**src/rtl/multicycle_controller_if.sv**
```systemverilog
// Control bundle between the multi-cycle controller and the datapath.
// master = controller side, slave = datapath side.
interface multicycle_controller_if;
  logic [6:0] op;
  logic       zero;
  logic       mem_ready;
  logic       PCWrite;
  logic       AdrSrc;
  logic       IRWrite;
  logic       MemWrite;
  logic       RegWrite;
  logic [1:0] ResultSrc;
  logic [1:0] ALUSrcA;
  logic [1:0] ALUSrcB;
  logic [1:0] ALUOp;
  logic [1:0] ImmSrc;
  logic       instr_done;
  logic       illegal;

  modport master (
    input  op, zero, mem_ready,
    output PCWrite, AdrSrc, IRWrite, MemWrite, RegWrite, ResultSrc,
           ALUSrcA, ALUSrcB, ALUOp, ImmSrc, instr_done, illegal
  );
  modport slave (
    output op, zero, mem_ready,
    input  PCWrite, AdrSrc, IRWrite, MemWrite, RegWrite, ResultSrc,
           ALUSrcA, ALUSrcB, ALUOp, ImmSrc, instr_done, illegal
  );
endinterface

```
**src/rtl/multicycle_controller.sv**
```systemverilog
// Multi-cycle RISC-V control FSM: one state per cycle, Moore selects plus
// mem_ready/zero gated strobes. Define MC_CTRL_IMM_EN to add I-type ALU and jal.
module multicycle_controller (
  input  logic                           clk,
  input  logic                           rst_n,
  multicycle_controller_if.master        ctl
);
  localparam logic [3:0] FETCH    = 4'd0;
  localparam logic [3:0] DECODE   = 4'd1;
  localparam logic [3:0] MEMADR   = 4'd2;
  localparam logic [3:0] MEMREAD  = 4'd3;
  localparam logic [3:0] MEMWB    = 4'd4;
  localparam logic [3:0] MEMWRITE = 4'd5;
  localparam logic [3:0] EXECUTER = 4'd6;
  localparam logic [3:0] ALUWB    = 4'd7;
  localparam logic [3:0] BEQ      = 4'd8;
`ifdef MC_CTRL_IMM_EN
  localparam logic [3:0] EXECUTEI = 4'd9;
  localparam logic [3:0] JAL      = 4'd10;
`endif

  localparam logic [6:0] OP_LW  = 7'b0000011;
  localparam logic [6:0] OP_SW  = 7'b0100011;
  localparam logic [6:0] OP_R   = 7'b0110011;
  localparam logic [6:0] OP_BEQ = 7'b1100011;
  localparam logic [6:0] OP_IMM = 7'b0010011;
  localparam logic [6:0] OP_JAL = 7'b1101111;

  logic [3:0] state, nextState;
  logic       pcw, irw, mw, rw, done, ill;

  always_ff @(posedge clk or negedge rst_n) begin
    if (!rst_n) state <= FETCH;
    else        state <= nextState;
  end

  always_comb begin
    nextState     = FETCH;
    pcw           = 1'b0;
    irw           = 1'b0;
    mw            = 1'b0;
    rw            = 1'b0;
    done          = 1'b0;
    ill           = 1'b0;
    ctl.AdrSrc    = 1'b0;
    ctl.ResultSrc = 2'b00;
    ctl.ALUSrcA   = 2'b00;
    ctl.ALUSrcB   = 2'b00;
    ctl.ALUOp     = 2'b00;
    case (state)
      FETCH: begin
        ctl.ALUSrcB   = 2'b10;
        ctl.ResultSrc = 2'b10;
        irw           = ctl.mem_ready;
        pcw           = ctl.mem_ready;
        nextState     = ctl.mem_ready ? DECODE : FETCH;
      end
      DECODE: begin
        ctl.ALUSrcA = 2'b01;
        ctl.ALUSrcB = 2'b01;
        case (ctl.op)
          OP_LW, OP_SW: nextState = MEMADR;
          OP_R:         nextState = EXECUTER;
          OP_BEQ:       nextState = BEQ;
`ifdef MC_CTRL_IMM_EN
          OP_IMM:       nextState = EXECUTEI;
          OP_JAL:       nextState = JAL;
`endif
          default:      ill = 1'b1;
        endcase
      end
      MEMADR: begin
        ctl.ALUSrcA = 2'b10;
        ctl.ALUSrcB = 2'b01;
        nextState   = (ctl.op == OP_SW) ? MEMWRITE : MEMREAD;
      end
      MEMREAD: begin
        ctl.AdrSrc = 1'b1;
        nextState  = ctl.mem_ready ? MEMWB : MEMREAD;
      end
      MEMWB: begin
        ctl.ResultSrc = 2'b01;
        rw            = 1'b1;
        done          = 1'b1;
      end
      MEMWRITE: begin
        ctl.AdrSrc = 1'b1;
        mw         = 1'b1;
        done       = ctl.mem_ready;
        nextState  = ctl.mem_ready ? FETCH : MEMWRITE;
      end
      EXECUTER: begin
        ctl.ALUSrcA = 2'b10;
        ctl.ALUOp   = 2'b10;
        nextState   = ALUWB;
      end
      ALUWB: begin
        rw   = 1'b1;
        done = 1'b1;
      end
      BEQ: begin
        ctl.ALUSrcA = 2'b10;
        ctl.ALUOp   = 2'b01;
        pcw         = ctl.zero;
        done        = 1'b1;
      end
`ifdef MC_CTRL_IMM_EN
      EXECUTEI: begin
        ctl.ALUSrcA = 2'b10;
        ctl.ALUSrcB = 2'b01;
        ctl.ALUOp   = 2'b10;
        nextState   = ALUWB;
      end
      JAL: begin
        ctl.ALUSrcA = 2'b01;
        ctl.ALUSrcB = 2'b10;
        pcw         = 1'b1;
        nextState   = ALUWB;
      end
`endif
      default: nextState = FETCH;
    endcase
  end

  // Strobes are forced low while reset is held so nothing leaks from FETCH.
  assign ctl.PCWrite    = pcw  & rst_n;
  assign ctl.IRWrite    = irw  & rst_n;
  assign ctl.MemWrite   = mw   & rst_n;
  assign ctl.RegWrite   = rw   & rst_n;
  assign ctl.instr_done = done & rst_n;
  assign ctl.illegal    = ill  & rst_n;

  always_comb begin
    case (ctl.op)
      OP_SW:   ctl.ImmSrc = 2'b01;
      OP_BEQ:  ctl.ImmSrc = 2'b10;
      OP_JAL:  ctl.ImmSrc = 2'b11;
      default: ctl.ImmSrc = 2'b00;
    endcase
  end
endmodule

```
**src/flat_wrapper.sv**
```systemverilog
// flat-port wrapper written by rule: the top's interface ports become plain ports
module multicycle_controller_flat 
  (clk, rst_n, ctl_op, ctl_zero, ctl_mem_ready, ctl_PCWrite, ctl_AdrSrc, ctl_IRWrite, ctl_MemWrite, ctl_RegWrite, ctl_ResultSrc, ctl_ALUSrcA, ctl_ALUSrcB, ctl_ALUOp, ctl_ImmSrc, ctl_instr_done, ctl_illegal);
  multicycle_controller_if ctl_i ();
  input  logic clk;
  input  logic rst_n;
  input wire logic [$bits(ctl_i.op)-1:0] ctl_op;
  input wire logic [$bits(ctl_i.zero)-1:0] ctl_zero;
  input wire logic [$bits(ctl_i.mem_ready)-1:0] ctl_mem_ready;
  output wire logic [$bits(ctl_i.PCWrite)-1:0] ctl_PCWrite;
  output wire logic [$bits(ctl_i.AdrSrc)-1:0] ctl_AdrSrc;
  output wire logic [$bits(ctl_i.IRWrite)-1:0] ctl_IRWrite;
  output wire logic [$bits(ctl_i.MemWrite)-1:0] ctl_MemWrite;
  output wire logic [$bits(ctl_i.RegWrite)-1:0] ctl_RegWrite;
  output wire logic [$bits(ctl_i.ResultSrc)-1:0] ctl_ResultSrc;
  output wire logic [$bits(ctl_i.ALUSrcA)-1:0] ctl_ALUSrcA;
  output wire logic [$bits(ctl_i.ALUSrcB)-1:0] ctl_ALUSrcB;
  output wire logic [$bits(ctl_i.ALUOp)-1:0] ctl_ALUOp;
  output wire logic [$bits(ctl_i.ImmSrc)-1:0] ctl_ImmSrc;
  output wire logic [$bits(ctl_i.instr_done)-1:0] ctl_instr_done;
  output wire logic [$bits(ctl_i.illegal)-1:0] ctl_illegal;
  assign ctl_i.op = ctl_op;
  assign ctl_i.zero = ctl_zero;
  assign ctl_i.mem_ready = ctl_mem_ready;
  assign ctl_PCWrite = ctl_i.PCWrite;
  assign ctl_AdrSrc = ctl_i.AdrSrc;
  assign ctl_IRWrite = ctl_i.IRWrite;
  assign ctl_MemWrite = ctl_i.MemWrite;
  assign ctl_RegWrite = ctl_i.RegWrite;
  assign ctl_ResultSrc = ctl_i.ResultSrc;
  assign ctl_ALUSrcA = ctl_i.ALUSrcA;
  assign ctl_ALUSrcB = ctl_i.ALUSrcB;
  assign ctl_ALUOp = ctl_i.ALUOp;
  assign ctl_ImmSrc = ctl_i.ImmSrc;
  assign ctl_instr_done = ctl_i.instr_done;
  assign ctl_illegal = ctl_i.illegal;
  multicycle_controller u_core (.clk(clk), .rst_n(rst_n), .ctl(ctl_i));
endmodule
```
**config.mk**
```make
export PLATFORM = sky130hd
export DESIGN_NAME = multicycle_controller_flat
export DESIGN_NICKNAME = d
export VERILOG_FILES = /design/src/rtl/multicycle_controller_if.sv /design/src/rtl/multicycle_controller.sv /design/src/flat_wrapper.sv
export SDC_FILE = /design/constraint.sdc
export NUM_CORES = 1
export LEC_CHECK = 0
export BUFFER_PORTS_ARGS = -buffer_cell sky130_fd_sc_hd__buf_2
export CAP_MARGIN = 20
export CORE_MARGIN = 2
export CORE_UTILIZATION = 40
export DETAILED_ROUTE_END_ITERATION = 7
export PLACE_DENSITY = 0.76
export SETUP_SLACK_MARGIN = 0.1
export SYNTH_ARGS = -nofsm -noshare
export SYNTH_HDL_FRONTEND = slang
export SYNTH_SLANG_ARGS = --single-unit
```
**constraint.sdc**
```tcl
create_clock -name clk -period 1.25 [get_ports clk]
set_input_delay 0.25 -clock clk [delete_from_list [all_inputs] [get_ports clk]]
set_output_delay 0.25 -clock clk [all_outputs]
set_load 0.02 [all_outputs]
```
==> summary.txt, run 1 <==
Outcome
  • Outcome: did not finish
  • Stopping stage: global routing (5_1_grt)
  • Err: [ERROR DPL-0038] Utilization greater than 100%, impossible to legalize

Synth
  • Synth area leader: dfrtp_1
  • Top cells by count, synth: 4 x dfrtp_1, 4 x inv_1, 4 x nor2_1, 4 x nor3_1, 3 x nor3b_1
  • Post-synthesis async set-or-reset flop share: 100.0%
  • Mean Syn Cell Area: 8.739 um^2
  • Compound-cell area share of the yosys netlist: 16.70%
  • Post-synthesis simple-gate area fraction: 47.29%
  • Syn_nets: 77
  • Register area share after synthesis: 17.35%
  • #FFs+latches synth: 4
  • Cell area after synthesis: 576.8 um^2
  • EDFF count, synth: 0
  • Synth Area in Adders: 1.735%
  • Yosys cell types: 40
  • Most used DFF post-synth: dfrtp_1
  • Largest family of logic cells by synthesized area: simple AND/OR/NAND/NOR gates
  • Number of synthesis warnings: 0
  • Post-synthesis xor/xnor area fraction: 4.555%
  • Area contributors post-synth: dfrtp_1 17%, nor4b_4 8.2%, nor3b_1 3.9%
  • Post-Synthesis Cells: 66
  • Post-synthesis mux area share: between 3 and 4%
  • Synth top area share: between 15 and 20%

Placed design
  • Setup WS pre-CTS: -0.2733 ns
  • Port Buf Inserts: 27
  • GPL Wtd Cong: slightly below 0.8
  • DP HPWL: between 1500 and 2000 um
  • Post-placement cell count: approximately 130

Floorplanning
  • Num ports: 28
  • DIE HEIGHT: 41.98 um
  • Horiz. Die Dim: around 42 um
  • Initial core utilization: 43.78%
  • # rows: 13

Clocking
  • Number of clock buffers inserted by TritonCTS: 3
  • H-tree levels: 1
  • Clock Root Buffer: clkbuf_4
  • Sink Count: 4
  • Longest Clk Path Bufs: 2

Timing
  • Worst EP kind: top-level output
  • Post-GRT worst EP: ctl_instr_done

GRT
  • Largest net degree at the start of global routing: 9
[what timing repair did]
item | in CTS
endpoints found under the hold margin | 4
hold buffers | 1
endpoints found under the setup margin | 21
resized for setup | 52
setup buffers | 4
pin swaps | 11
[logic make-up after synthesis]
group	count (synthesis)
simple gates	35
mux	2
xor+xnor	3
flops	4
fa+ha+maj	1
buf+inv	9
compound gates	12
[per-stage QoR]
stage / util, % / hold slack, ns / cell area (um^2)
2_1_floorplan: - / -0.04559 / 680.7
3_3_place_gp: 77.11 / 0.2029 / 1016
3_5_place_dp: 77.11 / 0.1995 / 1016
4_1_cts: 97.15 / 0.2562 / 1280
==> run 2: changes to the inputs <==
Settings changed: CORE_AREA set to 2 2 63 65, CORE_MARGIN 2 to unset, CORE_UTILIZATION 40 to unset, DIE_AREA set to 0 0 65 67, PLACE_DENSITY 0.76 to unset, PLACE_DENSITY_LB_ADDON set to 0.15, SETUP_SLACK_MARGIN 0.1 to unset.
Clock period 1.25 ns to 1.6 ns, I/O delays scaled along.
==> summary.txt, run 2 <==
Outcome
  • Outcome: complete, but fails checks
  • Failing checks: negative setup slack

Pwr
  • Int Power: 599.7 uW
  • Sw frac: 36.49%
  • Pwr Density: 852.8 nW/um^2
  • Tot Pwr: 944.3 uW
  • Sequential power share: 13.4%
  • Lkg Pwr: 0.0004847 uW
  • Clock power frac: a little over a fifth
  • VDD IR-drop max: 0.0003258 V
  • Gate power share: 64.5%
  • P_sw: 344.6 uW

Cells and area
  • Biggest register: u_core.state
  • Most common cell after layout, fill and taps aside: buf_4
  • Regs by FF count: u_core.state x4
  • Diodes inserted: 0
  • Layout cell share with drive strength beyond 1: 63.06%
  • FILL cells: around 390
  • Most frequent cells in the layout: 16 x buf_4, 15 x buf_2, 15 x buf_6, 4 x nor2_1, 4 x inv_1
  • Nets: roughly 120
  • Fin area: 1107 um^2
  • Max FFs per register: 4
  • Area Growth Syn to Fin: 91.97%

Placed design
  • Port Buf Inserts: 27 (unchanged)
  • Setup WS pre-CTS: 0.04590 ns (+0.3192 ns)
  • DP HPWL: 1416 um (-8.0%)
  • Placed inst area: 848.3 um^2 (-17%)
  • GPL Wtd Cong: 0.7100 (-9.9%)

Floorplanning
  • Horiz. Die Dim: 65 um (+55%)
  • DIE HEIGHT: 67 um (+60%)
  • Num ports: 28 (unchanged)
  • Die ar.: approximately 4400 um^2
  • Core area: 3606 um^2
  • # rows: 22 (+9)
  • Initial core utilization: 16.00% (-28 points)

Timing
  • Final clock skew: around 0.0037 ns
  • Final Hold Vio Count: 0
  • Pins Over Slew Limit: 0
  • Finish-stage setup viols: 9
  • Worst slew margin: 78.28%
  • Hold WS: 0.09000 ns
  • FMAX: around 600 MHz
  • Final setup margin: -0.1122 ns
  • Crit share post-route: 107.0%
  • Setup_tns: -0.4847 ns
  • Worst-Margin Slew: 0.3216 ns
  • RSZ-0062 raised after global routing: yes
  • Final critical-path required period: 1.712 ns

Synth
  • Post-Synthesis Cells: 66 (unchanged)
  • Top cells by count, synth: 4 x dfrtp_1, 4 x inv_1, 4 x nor2_1, 4 x nor3_1, 3 x nor3b_1
  • #FFs+latches synth: 4 (unchanged)
  • Syn_nets: 77 (unchanged)
  • Synth area leader: dfrtp_1
  • Area contributors post-synth: dfrtp_1 17%, nor4b_4 8.2%, nor3b_1 3.9%
  • Yosys cell types: 40 (unchanged)
  • Cell area after synthesis: 576.8 um^2 (unchanged)
  • Mean Syn Cell Area: 8.739 um^2 (unchanged)
  • Number of synthesis warnings: 0 (unchanged)
  • Most used DFF post-synth: dfrtp_1
  • Synth top area share: 17.35% (unchanged)
  • Post-synthesis async set-or-reset flop share: 100.0% (unchanged)
  • EDFF count, synth: 0 (unchanged)
  • Register area share after synthesis: 17.35% (unchanged)

Setup path
  • CP Class: flip-flop to primary output
  • Slowest CP cell: dfrtp_2
  • Cells along the critical path: buf_6 > nor4b_4 > o211a_1 > buf_6
  • Most common cell on crit path: buf_6
  • WP buf/inv: 2
  • CP max stage delay: 0.43 ns
  • CP max FO: 4
  • Setup crit end kind: primary output
  • CP Data Required Time: 1.28 ns
  • Critical Path Start Type: flip-flop
  • Kind of cell adding the most delay to the critical path: flip-flops
  • WP data arrival: 1.39 ns

GRT
  • Vias in the first global route: between 600 and 700
  • GRT overflow: 0
  • Largest net degree at the start of global routing: 13
  • Initial antenna violation count: 0
  • Global-route wire length before repair: 3022 um
  • Global Route Usage Sum: 8.974%

Route
  • Routed len/inst: 11.87 um
  • Initial DRC Count: 6
  • Via count: 693
  • Routed WL: 1888 um
  • Via density: 4.358
  • DRC viols: 0
  • Post-detailed-route count of antenna-violating nets: 0
  • First-pass DRT Iterations: 2

Job
  • Total of max-cap violations: 0

Clocking
  • Sink Count: 4 (unchanged)
  • Worst-path clk slew: 0.03 ns
  • Longest Clk Path Bufs: 2 (unchanged)
  • H-tree levels: 1 (unchanged)
  • Clock Latency Late Sink: 0.21 ns
  • Number of clock buffers inserted by TritonCTS: 3 (unchanged)
  • Clock Root Buffer: clkbuf_8
  • CTS tree: yes

Min path
  • Worst Hold Class: input pin to asynchronous set/reset pin
[run 2: layout make-up]
class	count	area [um^2]	area share, %
repair buffers	47	384.1	34.69
clock buffers	3	41.29	3.729
well taps	48	60.06	5.424
flip-flops and latches	4	102.6	9.266
multi-input cells	53	504.2	45.54
inverters	4	15.01	1.356
[run 2: kinds of logic (layout without fill, tap and decap cells)]
kind of cell               count (synthesis)  count (layout)  share of synthesized area (%)
and+or+nand+nor                           35              35                          47.29
AOI/OAI and AO/OA                         12              12                          16.70
buffers and inverters                      9              54                          8.890
DFF                                        4               4                          17.35
xor gates and xnor gates                   3               3                          4.556
muxes                                      2               2                          3.471
adders and majority gates                  1               1                          1.735
[run 2: path summary, 6_finish.rpt]
path | start | slack, ns | to | depth (start not counted)
worst min register to register | u_core.state[3] | 0.62 | u_core.state[0] | 2
worst max register to register | u_core.state[1] | 0.07 | u_core.state[2] | 6
worst max-delay path | u_core.state[1] | -0.11 | ctl_illegal | 4
min in group clk | ctl_op[3] | 0.34 | u_core.state[3] | 2
max in group asynchronous | rst_n | 1.39 | u_core.state[1] | 2
worst min-delay path | rst_n | 0.09 | u_core.state[0] | 2
[run 2: timing repair]
action | in CTS | in global routing
gates resized for setup | 17 | 22
pin swaps | 5 | 8
setup endpoints to repair | 13 | 14
setup buffers | 4 | 6
gates cloned | 0 | 0
hold buffers | 0 | 0
[run 2: power by group through the flow]
stage | logic (uW) | registers [uW] | clock network [uW]
after floorplan | 279 | 125 | 0
after global placement | 435 | 125 | 0
after detailed placement | 435 | 126 | 0
after CTS | 483 | 125 | 214
after global routing | 649 | 129 | 228
final | 610 | 127 | 208
[run 2: metal layers]
layer | vias up | share of wire [%] | GRT usage [%]
met4 | 0 | 0.42 | 3.191
met3 | 2 | 4.6 | 2.027
met2 | 23 | 50 | 14.69
li1 | 340 | - | -
met1 | 328 | 45 | 11.49
met5 | - | 0 | 0
[run 2: per-stage QoR]
stage	std cells	util, %
detailed placement	146	23.53
CTS	153	26.89
global placement	146	23.53
floorplan	66	-
global route	159	30.71
finish	159	30.71
[run 2: worst register-to-register path, stage by stage, from the launching register on]
cell     delay, ns
dfrtp_2       0.43
buf_6         0.14
nor4b_4       0.29
buf_4         0.17
buf_4         0.11
mux2i_2       0.07
o32ai_2       0.21
Power figures use the tool's default switching activity.
==> run 3: changes to the inputs <==
Settings changed: CORE_AREA 2 2 63 65 to 5 5 66 68, DIE_AREA 0 0 65 67 to 0 0 71 73.
==> summary.txt, run 3 (same netlist as run 2, synthesis figures left out) <==
Job
  • Total of max-cap violations: 0 (unchanged)

Placed design
  • DP HPWL: 1447 um (+2.2%)
  • Port Buf Inserts: 27 (unchanged)
  • GPL Wtd Cong: 0.7161 (+0.86%)
  • Setup WS pre-CTS: 0.08382 ns (+0.03792 ns)

Cells and area
  • FILL cells: 418 (+8.6%)
  • Most common cell after layout, fill and taps aside: buf_6
  • Final Core Density: 31.29% (+0.58 points)
  • Most frequent cells in the layout: 18 x buf_6, 16 x buf_4, 12 x buf_2, 4 x nor2_1, 4 x inv_1
  • Biggest register: u_core.state
  • Regs by FF count: u_core.state x4
  • Layout cell share with drive strength beyond 1: 65.49% (+2.4 points)
  • Max FFs per register: 4 (unchanged)
  • Nets: 126 (+1.6%)
  • Diodes inserted: 0 (unchanged)
  • Area Growth Syn to Fin: 106.1%

Setup path
  • Worst r2r src: u_core.state[2]
  • R2R Setup Slk: 0.08 ns (about the same)
  • Slowest CP cell: dfrtp_2
  • Critical Path Start Type: flip-flop
  • CP max stage delay: 0.43 ns (about the same)
  • CP max FO: 4 (unchanged)
  • FF-to-FF path depth: 6 (unchanged)
  • Setup crit end kind: primary output
  • Most common cell on crit path: buf_6
  • WP buf/inv: 2 (unchanged)
  • WP data arrival: 1.37 ns (-0.02 ns)
  • CP Data Required Time: 1.28 ns (about the same)
  • CP Class: flip-flop to primary output
  • Kind of cell adding the most delay to the critical path: flip-flops
  • Cells along the critical path: buf_6 > nor4b_4 > o211a_1 > buf_6
  • Crit path depth: 4 (unchanged)
  • Capturing point of the worst reg2reg path: u_core.state[2]

Timing
  • Final Hold Vio Count: 0 (unchanged)
  • Final clock skew: 0.003155 ns (-0.0005878 ns)
  • RSZ-0062 raised after global routing: yes
  • Finish-stage setup viols: 8 (-1)
  • Crit share post-route: 105.7% (-1.3 points)
  • Final setup margin: -0.09143 ns (+0.02078 ns)
  • Pins Over Slew Limit: 0 (unchanged)
  • FMAX: 591.2 MHz (+1.2%)
  • Worst-Margin Slew: 0.3368 ns (+0.01518 ns)
  • Worst slew margin: 77.25% (-1.0 points)
  • Final critical-path required period: 1.691 ns (-0.02078 ns)
  • Setup_tns: -0.4183 ns (+0.06636 ns)

Route
  • Routed len/inst: 12.09 um (+1.8%)
  • Routed WL: 1971 um (+4.4%)
  • First-pass DRT Iterations: 4 (+2)
  • Post-detailed-route count of antenna-violating nets: 0 (unchanged)
  • Via density: 4.178 (-4.1%)
  • Via count: 681 (-1.7%)
  • Initial DRC Count: 13 (+7)
  • DRC viols: 0 (unchanged)

Outcome
  • Outcome: complete, but fails checks
  • Failing checks: negative setup slack

Min path
  • Worst Hold Class: input pin to flip-flop
  • HP Start: ctl_op[3]
  • Hold EP: u_core.state[3]
  • Hold Path Stages: 2

Pwr
  • Lkg Pwr: 0.0005104 uW (+5.3%)
  • Pwr Density: 796.8 nW/um^2 (-6.6%)
  • VDD IR-drop max: 0.0003829 V (+18%)
  • Tot Pwr: 947.2 uW (+0.30%)

Floorplanning
  • DIE HEIGHT: 73 um (+9.0%)
  • Core area: 3799 um^2 (+5.3%)
  • # rows: 23 (+4.5%)
  • Initial core utilization: 15.18% (-0.81 points)
  • Die ar.: 5183 um^2 (+19%)
  • Num ports: 28 (unchanged)
  • Horiz. Die Dim: 71 um (+9.2%)

GRT
  • Global Route Usage Sum: 8.314% (-0.66 points)
  • Global-route wire length before repair: 3443 um (+14%)
  • GRT overflow: 0 (unchanged)
  • Vias in the first global route: 737 (+14%)
  • Initial antenna violation count: 0 (unchanged)
  • Largest net degree at the start of global routing: 9 (-4)

Clocking
  • Clock Latency Late Sink: 0.21 ns (about the same)
  • CTS tree: yes
  • Sink Count: 4 (unchanged)
  • Worst-path clk slew: 0.03 ns (about the same)
  • Number of clock buffers inserted by TritonCTS: 3 (unchanged)
  • H-tree levels: 1 (unchanged)
  • Longest Clk Path Bufs: 2 (unchanged)
  • Clock Root Buffer: clkbuf_8
## run 3: changes by cell type in the layout (fill, tap and decap cells not counted), moves of 2 or more
| cell | before | now |
|---|---|---|
| buf_6 | 15 | 18 |
| nand2b_4 | 0 | 2 |
| buf_2 | 15 | 12 |
| o21ai_2 | 0 | 2 |
| nand2b_1 | 2 | 0 |
| o21ai_1 | 3 | 1 |
## run 3: report_power, final
group	total, uW	switching, uW	internal, uW
clock network	209	49.2	160
registers	125	12.1	113
logic	613	289	324
total	947	351	597
## run 3: layer usage
layer | global-route usage [%] | up-vias | part of all wire, %
li1 | - | 345 | -
met1 | 9.728 | 309 | 41
met2 | 14.62 | 25 | 50
met3 | 3.306 | 2 | 8.5
met4 | 1.253 | 0 | 0.86
met5 | 0 | - | 0
## run 3: layout make-up
cell class                      instances  area (um^2)  share of cell area, %
Clock buffer                            3        41.29                  3.474
Timing Repair Buffer                   49        432.9                  36.42
Multi-Input combinational cell         53        535.5                  45.05
Tap cell                               50        62.56                  5.263
Sequential cell                         4        101.3                  8.526
Inverter                                4        15.01                  1.263
## run 3: repair_timing
item | CTS | global route
endpoints found under the setup margin | 11 | 14
gates resized for setup | 28 | 21
buffers inserted | 7 | 3
hold buffers | 1 | 0
pin swaps | 7 | 7
endpoints found under the hold margin | 4 | 0
## run 3: how the worst max path moves through the flow
stage                     from          end  slack (ns)
2_1_floorplan  u_core.state[2]  ctl_IRWrite       -0.07
3_3_place_gp   u_core.state[1]  ctl_illegal        0.09
3_5_place_dp   u_core.state[2]  ctl_IRWrite        0.08
4_1_cts        u_core.state[3]  ctl_illegal        -0.1
5_1_grt        u_core.state[3]  ctl_illegal       -0.19
6_report       u_core.state[3]  ctl_illegal       -0.09
## run 3: through the flow
step	std cells	hold WS [ns]	area, um^2
6_report	163	0.3334	1189
5_1_grt	163	0.3390	1189
4_1_cts	160	0.3324	1059
3_5_place_dp	149	0.1860	858.3
3_3_place_gp	149	0.1869	858.3
2_1_floorplan	66	0.02441	601.8
## run 3: worst register-to-register path, delay by kind of cell (launching register included)
family,cells,cell delay (ns)
DFF,1,0.41
buffers and inverters,3,0.39
AOI/OAI and AO/OA,2,0.35
and+or+nand+nor,1,0.23
